===== src/rtl/product_bcd_converter.sv =====
// ---------------------------------------------------------------------------
// product_bcd_converter
//
// Converts the unsigned binary product of the 4x4 multiplier into packed BCD
// digits for the calculator display. It uses iterative shift-and-add-3
// (double dabble) and handles one binary bit per enabled clock edge.
//
// Ports:
//   clock     - single clock; all state updates on the rising edge
//   rst       - asynchronous, active-high reset; clears all state
//   enable    - global stall; low freezes every register
//   in_valid  - P_in holds a product to convert
//   P_in      - unsigned binary product, WIDTH bits
//   in_ready  - converter is idle and accepts on this cycle
//   busy      - conversion in progress (SHIFT or DONE)
//   bcd_out   - packed BCD, units in [3:0]; registered, whole-result update
//   out_valid - one-cycle pulse; bcd_out was updated at the preceding edge
// ---------------------------------------------------------------------------
module product_bcd_converter #(
    parameter int WIDTH  = 8,
    parameter int DIGITS = 3
) (
    input  logic                  clock,
    input  logic                  rst,
    input  logic                  enable,
    input  logic                  in_valid,
    input  logic [WIDTH-1:0]      P_in,
    output logic                  in_ready,
    output logic                  busy,
    output logic [4*DIGITS-1:0]   bcd_out,
    output logic                  out_valid
);

    localparam int BCD_W  = 4 * DIGITS;
    localparam int WORK_W = BCD_W + WIDTH;
    localparam int CNT_W  = $clog2(WIDTH + 1);
    localparam logic [CNT_W-1:0] LAST_CNT = CNT_W'(WIDTH - 1);

    typedef enum logic [1:0] {
        IDLE  = 2'd0,
        SHIFT = 2'd1,
        DONE  = 2'd2
    } state_t;

    state_t              state_reg;
    logic [WORK_W-1:0]   work_reg;
    logic [CNT_W-1:0]    cnt_reg;

    // Add-3 adjusted copy of the working register, then shifted copy.
    logic [WORK_W-1:0]   adjusted;
    logic [WORK_W-1:0]   shifted;

    // Each BCD digit is corrected independently: a 4-bit add with no carry
    // into the next digit. A digit >= 5 becomes >= 8 so that the following
    // shift carries it correctly into the next decade.
    genvar gi;
    generate
        for (gi = 0; gi < DIGITS; gi++) begin : g_digit_adjust
            logic [3:0] digit;
            assign digit = work_reg[WIDTH + 4*gi +: 4];
            assign adjusted[WIDTH + 4*gi +: 4] = (digit >= 4'd5) ? digit + 4'd3 : digit;
        end
    endgenerate

    assign adjusted[WIDTH-1:0] = work_reg[WIDTH-1:0];
    assign shifted             = adjusted << 1;

    always_ff @(posedge clock or posedge rst) begin
        if (rst) begin
            state_reg <= IDLE;
            work_reg  <= '0;
            cnt_reg   <= '0;
            bcd_out   <= '0;
            out_valid <= 1'b0;
            in_ready  <= 1'b1;
            busy      <= 1'b0;
        end else if (enable) begin
            case (state_reg)
                IDLE: begin
                    if (in_valid) begin
                        work_reg  <= {{BCD_W{1'b0}}, P_in};
                        cnt_reg   <= '0;
                        state_reg <= SHIFT;
                        in_ready  <= 1'b0;
                        busy      <= 1'b1;
                    end
                end
                SHIFT: begin
                    work_reg <= shifted;
                    cnt_reg  <= cnt_reg + 1'b1;
                    // Final shift: publish the complete BCD field in one go.
                    if (cnt_reg == LAST_CNT) begin
                        bcd_out   <= shifted[WORK_W-1 -: BCD_W];
                        out_valid <= 1'b1;
                        state_reg <= DONE;
                    end
                end
                DONE: begin
                    out_valid <= 1'b0;
                    in_ready  <= 1'b1;
                    busy      <= 1'b0;
                    state_reg <= IDLE;
                end
                default: begin
                    out_valid <= 1'b0;
                    in_ready  <= 1'b1;
                    busy      <= 1'b0;
                    state_reg <= IDLE;
                end
            endcase
        end
    end

endmodule

===== config.mk =====
export PLATFORM = sky130hd
export DESIGN_NAME = product_bcd_converter
export DESIGN_NICKNAME = d
export VERILOG_FILES = /design/src/rtl/product_bcd_converter.sv
export SDC_FILE = /design/constraint.sdc
export NUM_CORES = 1
export LEC_CHECK = 0
export ABC_AREA = 1
export BUFFER_PORTS_ARGS = -buffer_cell sky130_fd_sc_hd__buf_4
export CAP_MARGIN = 20
export CELL_PAD_IN_SITES_DETAIL_PLACEMENT = 1
export CELL_PAD_IN_SITES_GLOBAL_PLACEMENT = 1
export CORE_UTILIZATION = 38
export CTS_CLUSTER_DIAMETER = 150
export DETAILED_ROUTE_END_ITERATION = 7
export HOLD_SLACK_MARGIN = 0.02
export PLACE_DENSITY = 0.81
export SETUP_SLACK_MARGIN = 0.15
export SYNTH_ARGS = -nofsm -noshare
export SYNTH_HDL_FRONTEND = slang
export SYNTH_SLANG_ARGS = --single-unit

===== constraint.sdc =====
create_clock -name clock -period 1.4 [get_ports clock]
set_clock_uncertainty 0.2 [all_clocks]
set_input_delay 0.21 -clock clock [delete_from_list [all_inputs] [get_ports clock]]
set_output_delay 0.21 -clock clock [all_outputs]
set_load 0.05 [all_outputs]

==> results of run 1 <==
==> cells by family (layout without fill, tap and decap cells) <==
group	after synthesis	count (layout)	synth area share (%)
AND/OR/NAND/NOR	138	140	28.78
flip-flops	41	41	50.28
buffers and inverters	36	128	8.144
AO/OA/AOI/OAI	33	33	8.512
adder cells (fa/ha/maj)	7	7	4.286
==> through the flow <==
| stage | TNS (ns) | utilization (%) | cell area, um^2 |
|---|---|---|---|
| 3_5_place_dp | -1.606 | 48.10 | 2472 |
| 3_3_place_gp | -0.7037 | 48.10 | 2472 |
| 5_1_grt | -9.109 | 70.55 | 3626 |
| 4_1_cts | -1.095 | 61.10 | 3141 |
| 2_1_floorplan | 0 | - | 2128 |
| 6_report | -8.119 | 70.55 | 3626 |
==> per-layer routing <==
metal  track usage (%)  part of all wire (%)
met3             6.085                   5.4
met4             13.79                   5.8
met1             34.82                    38
met2             50.89                    51
met5                 0                     0
==> power groups by stage <==
| stage | Sequential, mW | Combinational, mW | Clock, mW |
|---|---|---|---|
| CTS | 1.81 | 2.48 | 0.775 |
| finish | 1.90 | 3.67 | 0.825 |
| floorplan | 1.96 | 1.01 | 0 |
| global route | 1.91 | 3.81 | 0.854 |
| detailed placement | 1.80 | 1.74 | 0 |
| global placement | 1.78 | 1.68 | 0 |
==> worst max-delay path, cell delays in order, from the launching register on <==
cell	delay, ns
dfrtp_1	0.41
buf_4	0.15
buf_4	0.13
o21ai_0	0.29
nand2_1	0.15
nand2_2	0.14
nand3_2	0.09
nand2_2	0.08
==> area by class of cell <==
type / count / area [um^2] / area share, %
inverters: 30 / 133.9 / 3.692
multi-input cells: 180 / 1378 / 37.99
flip-flops and latches: 41 / 1030 / 28.40
repair inverters: 1 / 7.507 / 0.2070
clock inverters: 2 / 10.01 / 0.2761
clock buffers: 6 / 72.57 / 2.001
repair buffers: 89 / 907.1 / 25.02
well taps: 70 / 87.58 / 2.415
==> synthesized netlist by cell type <==
cell | n | share of area, %
o21ai_0 | 27 | 6.6
nor2_4 | 1 | 0.55
nor2_2 | 1 | 0.31
dfrtp_1 | 40 | 49
buf_6 | 3 | 1.7
nand2_1 | 100 | 18
ha_1 | 7 | 4.3
inv_2 | 3 | 0.55
o22ai_1 | 1 | 0.31
nand4_1 | 7 | 2.1
a21oi_1 | 2 | 0.49
a22oi_1 | 1 | 0.37
nor2b_2 | 1 | 0.43
nor2_1 | 3 | 0.55
nand3_1 | 23 | 5.6
buf_4 | 2 | 0.73
nand3_2 | 1 | 0.49
nand2_2 | 1 | 0.31
dfstp_2 | 1 | 1.3
clkbuf_2 | 1 | 0.24
a21boi_0 | 2 | 0.73
inv_1 | 27 | 5.0
==> worst max path at each step <==
stage                            start                        to  slack [ns]  cells after the start
3_3_place_gp    cnt_reg[0]$_DFFE_PP0P_    bcd_out[8]$_DFFE_PP0P_       -0.08                      6
3_5_place_dp    cnt_reg[0]$_DFFE_PP0P_    bcd_out[8]$_DFFE_PP0P_       -0.13                      6
2_1_floorplan   cnt_reg[0]$_DFFE_PP0P_    bcd_out[4]$_DFFE_PP0P_        0.04                      7
4_1_cts         cnt_reg[0]$_DFFE_PP0P_    bcd_out[9]$_DFFE_PP0P_       -0.11                      6
5_1_grt         cnt_reg[0]$_DFFE_PP0P_    bcd_out[9]$_DFFE_PP0P_       -0.35                      6
6_report       work_reg[9]$_DFFE_PP0P_  work_reg[12]$_DFFE_PP0P_       -0.31                      7
==> timing repair <==
item / 4_1_cts / 5_1_grt
gates resized for setup: 100 / 80
hold buffers: 3 / 0
pin swaps: 22 / 26
setup endpoints to repair: 56 / 56
endpoints found under the hold margin: 43 / 0
gates cloned: 3 / 2
buffers inserted: 25 / 21
==> flow_summary.toml, run 1 <==
[power_and_ir_drop]
swShare_pct = 47.53
p_comb_share_pct = 57.4
p_per_area_mw_per_mm2 = 1764
pwr-share-seq_pct = 29.7
total_power_mw = 6.397
p_int_mw = 3.356
cellLeakagePower_nw = 1.821
p_sw_mw = 3.040
vdd_drop_max_mv = 1.186
clock_power_share_pct = 12.9

[run]
maxCapViolCount = 0

[route]
drtIter0Drc = 188
drtPass1Iterations = 5
via_per_inst = 5.905
wl_per_cell_um = 27.03
drc = 0
antenna_left = 0
routed_wl_um = 11320
dr_total_vias = 2474

[timing]
rsz0062_at_grt = "true"
worst_pin_slew_ns = 0.3435
maxSlewViolCount = 0
period_needed_ns = 1.713
period_share_pct = 122.4
hold_violations = 0
slew_headroom_pct = 76.86
max_freq_ghz = 0.5838
timing.final.ws_setup_ns = -0.3129
holdWs_ns = 0.02443
setup-violations-final = 41

[global_route]
antenna_found_initial = 0
grt_max_degree = 20
track_usage_pct = 29.32
grt_pass1_vias = 2214
overflow = 0
grt_first_pass_wirelength_um = 11700

[finish]
drive_above_1_share_pct = 60.74
fin_cells = 419
layout_commonest_cell = "nand2_1"
largest_register_ffs = 20
antenna_cells = 0
nNetsFinal = 367
areaGrowthSynthToFinish_pct = 77.46
fillers = 573
final_cell_mix = "nand2_1, buf_4, nand2_2, dfrtp_1, buf_6"

[synthesis]
synth.avg_cell_area_um2 = 8.013
synth_fp_nets = 274
ys_warn_count = 0
ys_seq_area_share_pct = 50.28
syn-cell-area_mm2 = 0.002043
netlist_instances = 255
ys_ff_latch = 41
synth.distinct_cells = 22

[worst_hold_path]
hold_depth = 5
hold_end = "work_reg[7]$_DFFE_PP0P_"
hp-class = "in -> reg"
hold_start = "P_in[7]"

[place]
gp_congestion = 0.8380
numPortBuffers = 26
hpwl_um = 3833
post-place-ws_ns = -0.1317
dp.cells = 357

[clock_network]
clock_path_buffers = 2
cts_tree = "done"
clk_transition_reported_paths_ns = 0.08
cts_max_level = 2
cts_buffers = 5
clk_latency_ns = 0.32
cts.sinks = 41
root_buffer = "clkbuf_8"

[setup_path]
reg2reg_from = "work_reg[9]$_DFFE_PP0P_"
r2r_cells = 7
worstSetupEndpointType = "flip-flop"
reg2reg_slack_ns = -0.31
arrival_ns = 1.76
r2r-end = "work_reg[12]$_DFFE_PP0P_"
critPathRequiredTime_ns = 1.44
path_max_fanout = 2
cp-start-kind = "flip-flop"
critical_path_class = "reg -> reg"

[die]
start_util_pct = 39.75
die_w_um = 75.33
fp.coreArea_mm2 = 0.005140
die_y_um = 75.33
dieArea_mm2 = 0.005674
pin_count = 27
rows = 26

[outcome]
failed_checks = "setup timing"
outcome = "finished with violations"
Note: power is estimated with default switching activity, not from simulation.
==> run 2: changes to the inputs <==
--- a/config.mk
+++ b/config.mk
@@ -14,6 +14,8 @@
 export CTS_CLUSTER_DIAMETER = 150
 export DETAILED_ROUTE_END_ITERATION = 7
+export GPL_ROUTABILITY_DRIVEN = 0
 export HOLD_SLACK_MARGIN = 0.02
 export PLACE_DENSITY = 0.81
+export REMOVE_ABC_BUFFERS = 1
 export SETUP_SLACK_MARGIN = 0.15
 export SYNTH_ARGS = -nofsm -noshare
==> constraint.sdc (replaced) <==
create_clock -name clock -period 1.4 [get_ports clock]
set_clock_uncertainty 0.2 [all_clocks]
set_input_delay 0.07 -clock clock [delete_from_list [all_inputs] [get_ports clock]]
set_output_delay 0.07 -clock clock [all_outputs]
set_load 0.05 [all_outputs]
==> run 2 against run 1 <==
Net effect: the flow still finishes with violations (setup timing); sequential share of layout area down 0.48 points; final area grew 1.8%; first-iteration DRC count is 25% higher; via count fell by 0.81%; critical path type unchanged; count of clock-buffer cells in the layout up 2.
==> flow_summary.toml, run 2 (synthesized netlist as in run 1, its figures left out) <==
[setup_path]
reg2reg_from = "work_reg[13]$_DFFE_PP0P_"
cp-start-kind = "flip-flop"
critical_path_class = "reg -> reg"
critPathRequiredTime_ns = 1.43
arrival_ns = 1.76
worstSetupEndpointType = "flip-flop"
path_max_fanout = 4
r2r_cells = 8
reg2reg_slack_ns = -0.33
r2r-end = "work_reg[13]$_DFFE_PP0P_"

[timing]
fin_tns_setup_ns = -6.653
timing.final.ws_setup_ns = -0.3339
slew_headroom_pct = 72.87
max_freq_ghz = 0.5767
period_share_pct = 123.8
maxSlewViolCount = 0
hold_violations = 0
holdWs_ns = 0.08648
rsz0062_at_grt = "true"
setup-violations-final = 40
period_needed_ns = 1.734
worst_pin_slew_ns = 0.4069

[clock_network]
cts_buffers = 5
cts_tree = "done"
cts.sinks = 41
clk_latency_ns = 0.32
root_buffer = "clkbuf_8"
cts_max_level = 2
clk_transition_reported_paths_ns = 0.09
clock_path_buffers = 2

[global_route]
grt_max_degree = 42
grt_pass1_vias = 2352
antenna_found_initial = 0
overflow = 0
grt_first_pass_wirelength_um = 12290
track_usage_pct = 30.48

[die]
dieArea_mm2 = 0.005674
die_y_um = 75.33
die_w_um = 75.33
rows = 26
fp.coreArea_mm2 = 0.005140
pin_count = 27
start_util_pct = 39.75

[worst_hold_path]
hold_depth = 4
hold_start = "enable"
hp-class = "in -> reg"
hold_end = "work_reg[8]$_DFFE_PP0P_"

[route]
wl_met3_um = 789
drtPass1Iterations = 5
drtIter0Drc = 235
wl_per_cell_um = 26.76
drc = 0
routed_wl_um = 11240
dr_total_vias = 2454
met1_length_um = 4526
highest_layer = "met4"
antenna_left = 0
met2WireLength_um = 5434
via_per_inst = 5.843

[finish]
drive_above_1_share_pct = 59.14
antenna_cells = 0
stdcell_area_mm2 = 0.003692
layout_commonest_cell = "buf_4"
areaGrowthSynthToFinish_pct = 80.71
final_cell_mix = "buf_4, nand2_1, dfrtp_1, nand2_2, nand2_4"
nNetsFinal = 368
largest_register_ffs = 20

[place]
post-place-ws_ns = -0.3516
post_dp_cell_area_mm2 = 0.002450
hpwl_um = 3459
numPortBuffers = 26

[outcome]
failed_checks = "setup timing"
outcome = "finished with violations"

[run]
maxCapViolCount = 0

[power_and_ir_drop]
p_per_area_mw_per_mm2 = 1717
total_power_mw = 6.341
vdd_drop_max_mv = 1.201
cellLeakagePower_nw = 1.883
run 2: worst max-delay path: stages (launching register included):
cell and delay (ns):
dfrtp_1 0.39, inv_2 0.08, buf_4 0.15, ha_4 0.16, nand2_4 0.08, nand3_4 0.13, nand2_2 0.13, nand3_1 0.15
nand2_1 0.17
run 2: layer usage:
| layer | vias up | GRT usage (%) |
|---|---|---|
| met1 | 1252 | 38.27 |
| li1 | 1006 | - |
| met5 | - | 0 |
| met4 | 0 | 13.79 |
| met2 | 138 | 50.00 |
| met3 | 58 | 7.407 |
run 2: through the flow:
stage,util [%],std cells
detailed placement,47.66,367
floorplan,-,249
finish,71.84,420
global placement,47.66,367
global route,71.84,420
CTS,60.08,402
run 2: layout make-up:
class / count / area [um^2]
Timing Repair Buffer: 91 / 900.9
Multi-Input combinational cell: 179 / 1439
Timing Repair inverter: 1 / 11.26
Tap cell: 70 / 87.58
Inverter: 30 / 142.6
Sequential cell: 41 / 1031
Clock buffer: 8 / 80.08
Fill cell: 540 / 1448
run 2: how the worst max path moves through the flow:
stage | to | startpoint | slack, ns | cells past startpoint
after floorplan | bcd_out[4]$_DFFE_PP0P_ | cnt_reg[0]$_DFFE_PP0P_ | -0.06 | 6
after global placement | bcd_out[9]$_DFFE_PP0P_ | cnt_reg[0]$_DFFE_PP0P_ | -0.26 | 6
after detailed placement | bcd_out[6]$_DFFE_PP0P_ | cnt_reg[0]$_DFFE_PP0P_ | -0.35 | 6
after CTS | bcd_out[5]$_DFFE_PP0P_ | cnt_reg[1]$_DFFE_PP0P_ | -0.09 | 7
after global routing | bcd_out[9]$_DFFE_PP0P_ | cnt_reg[0]$_DFFE_PP0P_ | -0.42 | 7
final | work_reg[13]$_DFFE_PP0P_ | work_reg[13]$_DFFE_PP0P_ | -0.33 | 8
run 2: what timing repair did:
action / 4_1_cts / 5_1_grt
buffers inserted: 14 / 15
setup endpoints to repair: 42 / 42
pin swaps: 24 / 39
hold endpoints to repair: 55 / 0
cloned: 2 / 3
hold buffers: 11 / 0
resized for setup: 98 / 122
run 2: power by group:
part	switching (mW)	leakage, nW	total (mW)	internal, mW
Sequential	0.396	0.544	1.92	1.52
Clock	0.450	0.0395	0.806	0.355
Combinational	2.19	1.30	3.61	1.42
==> run 3: changes to the inputs <==
ABC_AREA = not set   (was 1)
CORE_UTILIZATION = 40   (was 38)
SETUP_SLACK_MARGIN = 0.02   (was 0.15)
==> run 3 against run 2 <==
Net effect: the run now fails in global routing; synthesized cell count decreased by 27%; area after synthesis decreased by 5.0%.
==> flow_summary.toml, run 3 <==
[synthesis]
synthSimpleGateAreaFrac_pct = 12.12
synth_top_cell_by_area = "dfrtp_1"
netlist_instances = 187
synth.distinct_cells = 31
async_flop_share_pct = 100.0
synth_edf_count = 0
synth_flop_cell = "dfrtp_1"
synth_compound_area_share_pct = 15.93
yosysTopAreaCellShare_pct = 51.58
synth_mux_area_share_pct = 8.769
synth.avg_cell_area_um2 = 10.38
ys_ff_latch = 41
synthAdderAreaFrac_pct = 4.513
synthMostInstantiatedCell = "dfrtp_1"
synth_xor_area_share_pct = 1.354
ys_seq_area_share_pct = 52.93
synth_area_leaders = "dfrtp_1, o21ai_0, nand2_1"
syn-cell-area_mm2 = 0.001941
synth_top_family_by_area = "compound AO/OA/AOI/OAI gates"
ys_warn_count = 0
ys_top_cells_by_count = "dfrtp_1, o21ai_0, nand2_1"

[place]
numPortBuffers = 26
dp.cells = 294
post-place-ws_ns = -0.4801
hpwl_um = 3302
post_dp_cell_area_mm2 = 0.002469

[die]
die_w_um = 71.65
die_y_um = 71.65
pin_count = 27
rows = 24
start_util_pct = 43.08

[clock_network]
clock_path_buffers = 2
cts_max_level = 2
root_buffer = "clkbuf_8"
cts.sinks = 41
cts_buffers = 5

[timing]
worst_endpoint_kind = "register data pin"
crit_endpoint = "work_reg[10]$_DFFE_PP0P_/D"

[outcome]
failing_step = "global routing"
stop_error = "[ERROR DPL-0033] detailed placement checks failed during check placement."
outcome = "stopped before the end"

[global_route]
antenna_found_initial = 1
grt_max_degree = 42
-- run 3: cells by family after synthesis --
logic type / after synthesis
compound gates: 54
xor+xnor: 3
fa+ha+maj: 7
buf+inv: 18
flops: 41
mux: 15
simple gates: 49
-- run 3: per-stage QoR --
stage | utilization, % | setup TNS (ns)
detailed placement | 54.81 | -7.375
floorplan | - | -7.482
global placement | 54.81 | -5.477
CTS | 65.97 | -5.858
-- run 3: repair_timing --
action	CTS
resized for setup	61
buffers inserted	8
setup endpoints to repair	39
hold endpoints to repair	54
pin swaps	11
hold buffers	12
==> run 4: changes to the inputs <==
CELL_PAD_IN_SITES_DETAIL_PLACEMENT = not set   (was 1)
CELL_PAD_IN_SITES_GLOBAL_PLACEMENT = not set   (was 1)
CTS_CLUSTER_DIAMETER = not set   (was 150)
HOLD_SLACK_MARGIN = not set   (was 0.02)
PLACE_DENSITY = not set   (was 0.81)
PLACE_DENSITY_LB_ADDON = 0.15   (was not set)
SETUP_SLACK_MARGIN = not set   (was 0.02)
clock period = 1.8 ns   (was 1.4 ns; I/O delays follow)
==> run 4 against run 3 <==
Net effect: the run now ends clean; area after synthesis unchanged; synthesized cell count unchanged.
==> flow_summary.toml, run 4 <==
[outcome]
outcome = "finished clean"

[setup_path]
cp-start-kind = "flip-flop"
critical_path_class = "reg -> reg"
worst_path_max_delay_cell = "dfrtp_1"
worstSetupEndpointType = "flip-flop"
r2r_cells = 7
path_cells = "inv_1 > ha_1 > nand2b_1 > a21oi_2 > buf_4 > xnor2_1 > mux2_4"
path_max_fanout = 3
arrival_ns = 1.73
slowest_delay_ns = 0.36
critPathRequiredTime_ns = 1.78

[worst_hold_path]
hp-class = "in -> async"

[synthesis]
yosysTopAreaCellShare_pct = 51.58
netlist_instances = 187
ys_warn_count = 0
synth.distinct_cells = 31
synth_area_leaders = "dfrtp_1, o21ai_0, nand2_1"
async_flop_share_pct = 100.0
synth_flop_cell = "dfrtp_1"
ys_ff_latch = 41
ys_top_cells_by_count = "dfrtp_1, o21ai_0, nand2_1"
synthMostInstantiatedCell = "dfrtp_1"
synth.avg_cell_area_um2 = 10.38
synth_top_cell_by_area = "dfrtp_1"
synth_edf_count = 0
ys_seq_area_share_pct = 52.93
syn-cell-area_mm2 = 0.001941

[route]
drc = 0
dr_total_vias = 1532
routed_wl_um = 4112
wl_per_cell_um = 14.08
drtPass1Iterations = 4
antenna_left = 0
drtIter0Drc = 56
via_per_inst = 5.247

[global_route]
overflow = 0
grt_pass1_vias = 1541
track_usage_pct = 17.98
grt_max_degree = 42
grt_first_pass_wirelength_um = 7086
antenna_found_initial = 0

[die]
die_w_um = 71.65
pin_count = 27
fp.coreArea_mm2 = 0.004504
start_util_pct = 43.08
dieArea_mm2 = 0.005134
die_y_um = 71.65
rows = 24

[place]
post-place-ws_ns = -0.02621
numPortBuffers = 26
hpwl_um = 2700
post_dp_cell_area_mm2 = 0.002256

[timing]
period_needed_ns = 1.748
slew_headroom_pct = 64.97
rsz0062_at_grt = "true"
maxSlewViolCount = 0
period_share_pct = 97.10
worst_pin_slew_ns = 0.5255
timing.final.ws_setup_ns = 0.05227
setup-violations-final = 0
hold_violations = 0
max_freq_ghz = 0.5722

[power_and_ir_drop]
vdd_drop_max_mv = 0.7789
cellLeakagePower_nw = 1.186
p_per_area_mw_per_mm2 = 1840

[finish]
antenna_cells = 0
largest_register_ffs = 20
final_cell_mix = "buf_4, dfrtp_1, nand2_1, o21ai_0, dlygate4sd3_1"
layout_commonest_cell = "buf_4"
stdcell_area_mm2 = 0.002516
drive_above_1_share_pct = 27.08
nNetsFinal = 259
areaGrowthSynthToFinish_pct = 29.66

[clock_network]
root_buffer = "clkbuf_8"
cts.sinks = 41
cts_max_level = 2
clock_path_buffers = 2
cts_buffers = 5
clk_latency_ns = 0.29
cts_tree = "done"
clk_transition_reported_paths_ns = 0.08

[run]
maxCapViolCount = 0
-- run 4: worst max-delay path: cells and delay by family, from the launching register on --
kind / cells / cell delay, ns
DFF: 1 / 0.36
muxes: 1 / 0.27
buffers and inverters: 2 / 0.21
adders and majority gates: 1 / 0.18
and+or+nand+nor: 1 / 0.16
AOI/OAI and AO/OA: 1 / 0.15
xor gates and xnor gates: 1 / 0.08
-- run 4: area by class of cell --
| class | instances | area (um^2) |
|---|---|---|
| Inverter | 10 | 37.54 |
| Clock buffer | 7 | 86.33 |
| Fill cell | 409 | 1988 |
| Sequential cell | 41 | 1027 |
| Tap cell | 52 | 65.06 |
| Timing Repair Buffer | 54 | 445.4 |
| Multi-Input combinational cell | 128 | 854.6 |
-- run 4: routing by layer --
layer / part of all wire (%) / GRT usage, %
met1: 43 / 20.94
met4: 1.2 / 6.754
met5: 0 / 0
met3: 3.8 / 4.079
met2: 52 / 32.18
-- run 4: final timing paths --
kind	start	endpoint	slack (ns)
max	work_reg[13]$_DFFE_PP0P_	bcd_out[5]$_DFFE_PP0P_	0.05
min	rst	work_reg[5]$_DFFE_PP0P_	0.28
max reg2reg	work_reg[13]$_DFFE_PP0P_	bcd_out[5]$_DFFE_PP0P_	0.05
min reg2reg	bcd_out[3]$_DFFE_PP0P_	bcd_out[3]$_DFFE_PP0P_	0.28
max in group asynchronous	rst	in_ready$_DFFE_PP1P_	0.74
min in group clock	bcd_out[3]$_DFFE_PP0P_	bcd_out[3]$_DFFE_PP0P_	0.28
-- run 4: cells by family after synthesis --
| kind of cell | share of synthesized area, % |
|---|---|
| AOI/OAI and AO/OA | 15.93 |
| and+or+nand+nor | 12.12 |
| DFF | 52.93 |
| buffers and inverters | 4.384 |
| muxes | 8.768 |
| adders and majority gates | 4.513 |
| xor gates and xnor gates | 1.354 |
-- run 4: where the power goes --
| part | internal [mW] | total (mW) | switching (mW) |
|---|---|---|---|
| clock network | 0.305 | 0.612 | 0.307 |
| registers | 1.31 | 1.60 | 0.294 |
| logic | 1.05 | 2.41 | 1.36 |
-- run 4: repair_timing --
action / CTS / global route
pin swaps: 0 / 3
hold buffers: 11 / 0
resized for setup: 3 / 7
hold endpoints to repair: 53 / 0
buffers inserted: 2 / 3
setup endpoints to repair: 6 / 10
-- run 4: stage by stage --
step	hold slack (ns)	power [mW]	TNS [ns]	instances	util [%]
after global placement	0.04925	3.742	0	269	50.08
after global routing	0.3102	4.955	-0.02943	292	55.86
after CTS	0.2896	4.552	0	289	55.03
final	0.2827	4.630	0	292	55.86
after floorplan	-0.02018	3.111	0	179	-
after detailed placement	0.06125	3.848	-0.07541	269	50.08
